--- config.mk ---
export PLATFORM = sky130hd
export DESIGN_NAME = cordic_fsm_v2
export DESIGN_NICKNAME = d
export VERILOG_FILES = /design/src/rtl/cordic_fsm_v2_pkg.sv /design/src/rtl/cordic_fsm_v2.sv
export SDC_FILE = /design/constraint.sdc
export NUM_CORES = 1
export LEC_CHECK = 0
export CORE_UTILIZATION = 34
export DETAILED_ROUTE_END_ITERATION = 8
export GPL_TIMING_DRIVEN = 0
export PLACE_DENSITY_LB_ADDON = 0.05
export SLEW_MARGIN = 15
export SYNTH_ARGS = -nofsm -noshare
export SYNTH_HDL_FRONTEND = slang
export SYNTH_SLANG_ARGS = --single-unit
--- constraint.sdc ---
create_clock -name clk -period 3.4 [get_ports clk]
set_clock_uncertainty 0.1 [all_clocks]
set_input_delay 0.68 -clock clk [delete_from_list [all_inputs] [get_ports clk]]
set_output_delay 0.68 -clock clk [all_outputs]
set_load 0.005 [all_outputs]
--- src/rtl/cordic_fsm_v2_pkg.sv ---
// +----------------------------------------------------------------------------+
// | cordic_fsm_v2_pkg : shared state and variable encodings for the CORDIC FSM |
// | Rev 1.0                                                                     |
// +----------------------------------------------------------------------------+
`default_nettype none

package cordic_fsm_v2_pkg;

  typedef enum logic [3:0] {
    ST_IDLE     = 4'd0,
    ST_RST_REG  = 4'd1,
    ST_LOAD_IN  = 4'd2,
    ST_ITER     = 4'd3,
    ST_SHIFT    = 4'd4,
    ST_ADD_BEG  = 4'd5,
    ST_ADD_WAIT = 4'd6,
    ST_STORE    = 4'd7,
    ST_NEXT_IT  = 4'd8,
    ST_OUT      = 4'd9,
    ST_DONE     = 4'd10
  } state_t;

  localparam logic [1:0] VAR_X = 2'b00;
  localparam logic [1:0] VAR_Y = 2'b01;
  localparam logic [1:0] VAR_Z = 2'b10;

endpackage

`default_nettype wire

--- src/rtl/cordic_fsm_v2.sv ---
// +----------------------------------------------------------------------------+
// | cordic_fsm_v2 : sequencer for the iterative single-adder sin/cos CORDIC    |
// | Rev 1.0                                                                     |
// +----------------------------------------------------------------------------+
`default_nettype none

module cordic_fsm_v2 (
  input  logic       clk,
  input  logic       reset,
  input  logic       beg_FSM_CORDIC,
  input  logic       ACK_FSM_CORDIC,
  input  logic       operation,
  input  logic [1:0] shift_region_flag,
  input  logic [1:0] cont_var,
  input  logic       ready_add_subt,
  input  logic       max_tick_iter,
  input  logic       min_tick_iter,
  input  logic       max_tick_var,
  input  logic       min_tick_var,
  output logic       reset_reg_cordic,
  output logic       ready_CORDIC,
  output logic       beg_add_subt,
  output logic       ack_add_subt,
  output logic       sel_mux_1,
  output logic [1:0] sel_mux_2,
  output logic       sel_mux_3,
  output logic       mode,
  output logic       enab_cont_iter,
  output logic       load_cont_iter,
  output logic       enab_cont_var,
  output logic       load_cont_var,
  output logic       enab_RB1,
  output logic       enab_RB2,
  output logic       enab_d_ff_Xn,
  output logic       enab_d_ff_Yn,
  output logic       enab_d_ff_Zn,
  output logic       enab_d_ff_out,
  output logic       enab_dff_shifted_x,
  output logic       enab_dff_shifted_y,
  output logic       enab_dff_LUT,
  output logic       enab_dff_sign
);

  import cordic_fsm_v2_pkg::*;

  state_t state_q;
  state_t state_d;

  // The first-count flag of the variable counter carries no sequencing information.
  logic unused_min_tick_var;
  assign unused_min_tick_var = min_tick_var;

  always_comb begin
    state_d            = state_q;
    reset_reg_cordic   = 1'b0;
    ready_CORDIC       = 1'b0;
    beg_add_subt       = 1'b0;
    ack_add_subt       = 1'b0;
    sel_mux_1          = 1'b0;
    sel_mux_2          = 2'b00;
    sel_mux_3          = operation ^ shift_region_flag[1] ^ shift_region_flag[0];
    mode               = 1'b0;
    enab_cont_iter     = 1'b0;
    load_cont_iter     = 1'b0;
    enab_cont_var      = 1'b0;
    load_cont_var      = 1'b0;
    enab_RB1           = 1'b0;
    enab_RB2           = 1'b0;
    enab_d_ff_Xn       = 1'b0;
    enab_d_ff_Yn       = 1'b0;
    enab_d_ff_Zn       = 1'b0;
    enab_d_ff_out      = 1'b0;
    enab_dff_shifted_x = 1'b0;
    enab_dff_shifted_y = 1'b0;
    enab_dff_LUT       = 1'b0;
    enab_dff_sign      = 1'b0;

    case (state_q)
      ST_IDLE: begin
        if (beg_FSM_CORDIC) state_d = ST_RST_REG;
      end
      ST_RST_REG: begin
        reset_reg_cordic = 1'b1;
        load_cont_iter   = 1'b1;
        load_cont_var    = 1'b1;
        state_d          = ST_LOAD_IN;
      end
      ST_LOAD_IN: begin
        enab_RB1 = 1'b1;
        state_d  = ST_ITER;
      end
      ST_ITER: begin
        // First iteration takes the raw inputs; later ones the fed-back Xn/Yn/Zn.
        sel_mux_1 = ~min_tick_iter;
        enab_RB2  = 1'b1;
        state_d   = ST_SHIFT;
      end
      ST_SHIFT: begin
        enab_dff_shifted_x = 1'b1;
        enab_dff_shifted_y = 1'b1;
        enab_dff_LUT       = 1'b1;
        enab_dff_sign      = 1'b1;
        state_d            = ST_ADD_BEG;
      end
      ST_ADD_BEG: begin
        beg_add_subt = 1'b1;
        sel_mux_2    = cont_var;
        state_d      = ST_ADD_WAIT;
      end
      ST_ADD_WAIT: begin
        sel_mux_2 = cont_var;
        if (ready_add_subt) state_d = ST_STORE;
      end
      ST_STORE: begin
        ack_add_subt  = 1'b1;
        enab_cont_var = 1'b1;
        sel_mux_2     = cont_var;
        case (cont_var)
          VAR_X:   enab_d_ff_Xn = 1'b1;
          VAR_Y:   enab_d_ff_Yn = 1'b1;
          VAR_Z:   enab_d_ff_Zn = 1'b1;
          default: ;
        endcase
        state_d = max_tick_var ? ST_NEXT_IT : ST_ADD_BEG;
      end
      ST_NEXT_IT: begin
        if (max_tick_iter) begin
          state_d = ST_OUT;
        end else begin
          enab_cont_iter = 1'b1;
          state_d        = ST_ITER;
        end
      end
      ST_OUT: begin
        enab_d_ff_out = 1'b1;
        state_d       = ST_DONE;
      end
      ST_DONE: begin
        ready_CORDIC = 1'b1;
        if (ACK_FSM_CORDIC) state_d = ST_IDLE;
      end
      default: state_d = ST_IDLE;
    endcase
  end

  always_ff @(posedge clk) begin
    if (reset) state_q <= ST_IDLE;
    else       state_q <= state_d;
  end

endmodule

`default_nettype wire

==> results.sh, run 1 <==
export IMPL_timing_critical_path_cells="clkdlybuf4s50_1, xnor2_1, xnor2_1, clkdlybuf4s50_1"
export IMPL_worstPathMaxFanout=1
export IMPL_syn_num_nets=74
export IMPL_hold_path_class="reg -> reg"
export IMPL_detailed_place_hpwl_um=1030
export IMPL_cts_root_buffer_cell="sky130_fd_sc_hd__clkbuf_4"
export IMPL_fin_area_um2=857
export IMPL_die_w_um=39.4
export IMPL_numPlacedInstances=109
export IMPL_register_name_with_the_most_flops="state_q"
export IMPL_setup_repair_after_global_routing_missed_its_margin="no"
export IMPL_max_cap_viol_count=0
export IMPL_number_of_synthesis_warnings=0
export IMPL_cp_data_required_time_ns=2.62
export IMPL_maxClockFrequency_mhz=367
export IMPL_total_switching_power_mw=0.0583
export IMPL_ir_drop_uv=114
export IMPL_post_synth_inst_count=60
export IMPL_period_share=0.801
export IMPL_post_synth_most_frequent_cells="8 x sky130_fd_sc_hd__buf_4, 6 x sky130_fd_sc_hd__nor3_1, 4 x sky130_fd_sc_hd__dfxtp_1, 4 x sky130_fd_sc_hd__nor2_1, 4 x sky130_fd_sc_hd__nor3b_1"
export IMPL_sort_of_element_at_the_end_of_the_critical_path="primary output"
export IMPL_postRouteAntennaNets=0
export IMPL_buffer_ports_inserted=34
export IMPL_final_core_util=0.659
export IMPL_post_synthesis_cell_area_um2=475
export IMPL_totalPowerFinal_mw=0.206
export IMPL_post_synth_top_count_cell="sky130_fd_sc_hd__buf_4"
export IMPL_core_region_area_um2=1300
export IMPL_worst_path_dominant_cell_family="buffers and inverters"
export IMPL_synth_enable_flop_cells=0
export IMPL_synth_ff_type="sky130_fd_sc_hd__dfxtp_1"
export IMPL_wire_per_inst_um=11.3
export IMPL_tns_ns=0
export IMPL_layout_area_overhead_vs_synth_pct=80.3
export IMPL_floorplan_io_pins=37
export IMPL_nFillCells=114
export IMPL_placementRows=13
export IMPL_global_route_wire_length_before_repair_um=2000
export IMPL_internal_power_mw=0.148
export IMPL_reg_largest_list="state_q x4"
export IMPL_timing_critical_path_buf_inv=2
export IMPL_post_route_min_period_ns=2.72
export IMPL_p_leak_nw=0.335
export IMPL_drt_total_wl_um=1260
export IMPL_drc=0
export IMPL_first_pass_iters=4
export IMPL_layout_drive_gt1_share=0.237
export IMPL_flip_flop_count_of_the_largest_register_after_layout=4
export IMPL_synth_top_area_cell="sky130_fd_sc_hd__dfxtp_1"
export IMPL_critPathMaxStageDelay_ns=0.51
export IMPL_post_dp_cell_area_um2=835
export IMPL_cts_htree_levels=1
export IMPL_layout_nets=113
export IMPL_powerDensity_nw_per_um2=241
export IMPL_fp_dieH_um=39.4
export IMPL_tritoncts_num_sinks=4
export IMPL_syn_avg_cell_area_um2=7.92
export IMPL_cts_hold_buf=0
export IMPL_final_max_slew_viol_count=0
export IMPL_asyncSetResetFlopFracSynth=0
export IMPL_cts_repair_timing_setup_buffer_count=0
export IMPL_globalRoute_totalOverflow=0
export IMPL_grt_antenna_before_repair=0
export IMPL_critical_path_slowest_cell="sky130_fd_sc_hd__clkdlybuf4s50_1"
export IMPL_initial_core_util=0.365
export IMPL_gp_routability_congestion=0.851
export IMPL_layoutNonFillerInstCount=112
export IMPL_setup_viol=0
export IMPL_pwr_share_comb=0.441
export IMPL_tritoncts="yes"
export IMPL_clockPowerShare=0.293
export IMPL_num_vias=541
export IMPL_sequential_share_of_power=0.266
export IMPL_clk_pin_slew_worst_paths_ns=0.04
export IMPL_grt_start_max_net_pins=11
export IMPL_synth_yosys_seq_area_share=0.168
export IMPL_cts_resized=0
export IMPL_ys_top_cells_by_area="sky130_fd_sc_hd__dfxtp_1 17%, sky130_fd_sc_hd__buf_4 13%, sky130_fd_sc_hd__nor3_1 6.3%, sky130_fd_sc_hd__nor3b_1 6.3%, sky130_fd_sc_hd__nand2b_1 3.9%"
export IMPL_crit_arrival_ns=1.94
export IMPL_path_class="in -> out"
export IMPL_yosys_cell_types_count=32
export IMPL_cts_buffer_depth=2
export IMPL_post_drt_via_cell_ratio=4.83
export IMPL_top_cell_type_s_share_of_synthesized_area=0.168
export IMPL_ys_seq_elements=4
export IMPL_design_die_area_um2=1550
export IMPL_n_antenna_cell=0
export IMPL_startpoint_kind_of_the_worst_setup_timing_path="input port"
export IMPL_swShare=0.283
export IMPL_report_final_hold_viol_count=0
export IMPL_result_of_the_run="finished, final reports clean"
export IMPL_cts_made_buffers=3
export IMPL_track_usage=0.203
export IMPL_drt_initial_drc_count=4
export IMPL_clk_latency_ns=0.24
export IMPL_first_global_vias=484
==> stage by stage <==
step / setup WS [ns] / hold slack (ns)
detailed placement: 0.663 / 0.467
global placement: 0.702 / 0.459
global route: 0.569 / 0.490
finish: 0.675 / 0.479
CTS: 0.660 / 0.474
floorplan: 1.58 / 0.406
==> power groups by stage <==
stage	clock network [mW]	registers, mW	logic [mW]
2_1_floorplan	0	0.0543	0.0467
5_1_grt	0.0664	0.0553	0.0999
4_1_cts	0.0625	0.0547	0.0920
3_3_place_gp	0	0.0554	0.0907
6_report	0.0605	0.0548	0.0910
3_5_place_dp	0	0.0555	0.0919
==> layout by cell type (no fill, tap or decap), types with 2 or more instances in the layout <==
master and count:
sky130_fd_sc_hd__nor3_1 6, sky130_fd_sc_hd__and3_1 2, sky130_fd_sc_hd__a31oi_1 2, sky130_fd_sc_hd__buf_4 8
sky130_fd_sc_hd__dfxtp_1 4, sky130_fd_sc_hd__nor3b_1 4, sky130_fd_sc_hd__nand2b_2 2, sky130_fd_sc_hd__clkbuf_4 3
sky130_fd_sc_hd__clkdlybuf4s50_1 34, sky130_fd_sc_hd__nor2_1 4, sky130_fd_sc_hd__xnor2_1 2, sky130_fd_sc_hd__nand2_1 2
sky130_fd_sc_hd__nand2b_1 3
==> routing by layer <==
metal  up-vias  part of all wire  global-route usage
met1       226              0.41               0.206
met2        30              0.46               0.350
met4         0             0.033               0.155
met3         4             0.095              0.0511
li1        281                 -                   -
met5         -                 0                   0
==> final timing paths <==
path / start / end / slack, ns / cells after the start
worst max-delay path: shift_region_flag[0] / sel_mux_3 / 0.68 / 4
worst min-delay path: state_q[0]$_SDFFE_PP0P_ / state_q[3]$_SDFFE_PP0P_ / 0.48 / 2
worst max register to register: state_q[1]$_SDFFE_PP0P_ / state_q[0]$_SDFFE_PP0P_ / 2.13 / 4
worst min register to register: state_q[0]$_SDFFE_PP0P_ / state_q[3]$_SDFFE_PP0P_ / 0.48 / 2
==> worst register-to-register path, stage by stage, from the launching register on <==
cell	delay, ns
sky130_fd_sc_hd__dfxtp_1	0.29
sky130_fd_sc_hd__buf_6	0.13
sky130_fd_sc_hd__or2_1	0.28
sky130_fd_sc_hd__o41ai_2	0.26
sky130_fd_sc_hd__nor4b_2	0.09
==> logic make-up after synthesis <==
| family | after synthesis | share of synthesized area |
|---|---|---|
| buffers and inverters | 12 | 0.176 |
| other | 1 | 0.00789 |
| AND/OR/NAND/NOR | 31 | 0.418 |
| AO/OA/AOI/OAI | 9 | 0.171 |
| multiplexers | 1 | 0.0211 |
| flip-flops | 4 | 0.168 |
| XOR/XNOR | 2 | 0.0368 |
==> area by class of cell <==
class	instances	area [um^2]	share of cell area
plain buffers	10	76.3	0.0891
clock buffers	3	22.5	0.0263
inverters	2	7.51	0.00876
multi-input cells	44	312	0.364
flip-flops and latches	4	80.1	0.0934
well taps	15	18.8	0.0219
repair buffers	34	340	0.397
Power figures use the tool's default switching activity.
==> run 2: changes to the inputs <==
Settings changed: CORE_UTILIZATION 34 to 32.
Clock period 3.4 ns to 2.7 ns, I/O delays scaled along.
==> results.sh, run 2 (synthesis gave the netlist of run 1 again) <==
export IMPL_n_antenna_cell=0
export IMPL_global_route_wire_length_before_repair_um=1720
export IMPL_die_w_um=40.5
export IMPL_total_switching_power_mw=0.0718
export IMPL_track_usage=0.153
export IMPL_first_global_vias=426
export IMPL_cts_made_buffers=3
export IMPL_post_drt_via_cell_ratio=4.76
export IMPL_fin_area_um2=857
export IMPL_flip_flop_count_of_the_largest_register_after_layout=4
export IMPL_floorplan_io_pins=37
export IMPL_result_of_the_run="finished, final reports clean"
export IMPL_multi_input_comb_area_um2=312
export IMPL_cp_data_required_time_ns=2.06
export IMPL_p_leak_nw=0.335
export IMPL_final_core_util=0.643
export IMPL_core_region_area_um2=1330
export IMPL_wl_met1_um=534
export IMPL_setup_viol=0
export IMPL_post_route_min_period_ns=2.46
export IMPL_clockPowerShare=0.289
export IMPL_cts_hold_buf=0
export IMPL_layout_area_overhead_vs_synth_pct=80.3
export IMPL_drt_total_wl_um=1210
export IMPL_grt_antenna_before_repair=0
export IMPL_maxClockFrequency_mhz=406
export IMPL_cts_htree_levels=1
export IMPL_layout_commonest_cell="sky130_fd_sc_hd__clkdlybuf4s50_1"
export IMPL_gp_routability_congestion=0.781
export IMPL_area_sequential_um2=80.1
export IMPL_post_dp_cell_area_um2=835
export IMPL_startpoint_kind_of_the_worst_setup_timing_path="flip-flop"
export IMPL_period_share=0.913
export IMPL_report_final_hold_viol_count=0
export IMPL_design_die_area_um2=1640
export IMPL_wl_met3_um=120
export IMPL_layout_nets=113
export IMPL_pwr_share_comb=0.443
export IMPL_placementRows=13
export IMPL_register_name_with_the_most_flops="state_q"
export IMPL_cts_resized=0
export IMPL_clk_pin_slew_worst_paths_ns=0.04
export IMPL_globalRoute_totalOverflow=0
export IMPL_fp_dieH_um=40.5
export IMPL_powerDensity_nw_per_um2=301
export IMPL_ir_drop_uv=238
export IMPL_postRouteAntennaNets=0
export IMPL_cts_root_buffer_cell="sky130_fd_sc_hd__clkbuf_4"
export IMPL_cts_buffer_depth=2
export IMPL_tritoncts="yes"
export IMPL_nFillCells=125
export IMPL_totalPowerFinal_mw=0.258
export IMPL_buffer_ports_inserted=34
export IMPL_initial_core_util=0.356
export IMPL_met2WireLength_um=556
export IMPL_final_cell_mix="34 x sky130_fd_sc_hd__clkdlybuf4s50_1, 8 x sky130_fd_sc_hd__buf_4, 6 x sky130_fd_sc_hd__nor3_1"
export IMPL_layout_drive_gt1_share=0.237
export IMPL_tritoncts_num_sinks=4
export IMPL_cts_repair_timing_setup_buffer_count=0
export IMPL_worstPathMaxFanout=10
export IMPL_setup_repair_after_global_routing_missed_its_margin="no"
export IMPL_path_class="reg -> out"
export IMPL_sequential_share_of_power=0.268
export IMPL_internal_power_mw=0.186
export IMPL_crit_arrival_ns=1.82
export IMPL_grt_start_max_net_pins=11
export IMPL_reg_largest_list="state_q x4"
export IMPL_final_max_slew_viol_count=0
export IMPL_detailed_place_hpwl_um=966
export IMPL_wire_per_inst_um=10.8
export IMPL_clk_latency_ns=0.24
export IMPL_num_vias=533
export IMPL_drt_initial_drc_count=4
export IMPL_reg2reg_slack_ns=1.43
export IMPL_tns_ns=0
export IMPL_top_layer_used="met3"
export IMPL_sort_of_element_at_the_end_of_the_critical_path="primary output"
export IMPL_hold_path_class="reg -> reg"
export IMPL_swShare=0.278
export IMPL_max_cap_viol_count=0
export IMPL_drc=0
export IMPL_first_pass_iters=4
[run 2: power groups by stage]
stage	combinational, mW	clock [mW]	sequential [mW]
4_1_cts	0.116	0.0783	0.0689
3_5_place_dp	0.115	0	0.0698
3_3_place_gp	0.115	0	0.0697
2_1_floorplan	0.0588	0	0.0684
5_1_grt	0.125	0.0829	0.0698
6_report	0.114	0.0746	0.0692
[run 2: stage by stage]
step	setup slack [ns]	hold WS, ns	std cells
global placement	0.278	0.456	109
floorplan	1.02	0.406	60
global route	0.147	0.497	112
finish	0.236	0.475	112
detailed placement	0.268	0.463	109
CTS	0.193	0.466	112
[run 2: worst max-delay path, stage by stage, from the launching register on]
cell and delay (ns):
sky130_fd_sc_hd__dfxtp_1 0.30, sky130_fd_sc_hd__buf_6 0.13, sky130_fd_sc_hd__or2_1 0.27, sky130_fd_sc_hd__nor2_1 0.24, sky130_fd_sc_hd__buf_4 0.15, sky130_fd_sc_hd__clkdlybuf4s50_1 0.49
[run 2: cell type report]
class                   instances  area share
well taps                      15      0.0219
repair buffers                 34       0.397
inverters                       2     0.00876
flip-flops and latches          4      0.0934
clock buffers                   3      0.0263
multi-input cells              44       0.364
plain buffers                  10      0.0891
[run 2: worst paths after layout]
check                     startpoint                      end  cells after the start
max          state_q[1]$_SDFFE_PP0P_            enab_dff_sign                      5
min          state_q[0]$_SDFFE_PP0P_  state_q[3]$_SDFFE_PP0P_                      2
max reg2reg  state_q[1]$_SDFFE_PP0P_  state_q[0]$_SDFFE_PP0P_                      4
min reg2reg  state_q[0]$_SDFFE_PP0P_  state_q[3]$_SDFFE_PP0P_                      2
[run 2: routing by layer]
layer,global-route usage,vias to the layer above
li1,-,282
met1,0.195,225
met2,0.254,26
met3,0.0611,0
met4,0,0
met5,0,-
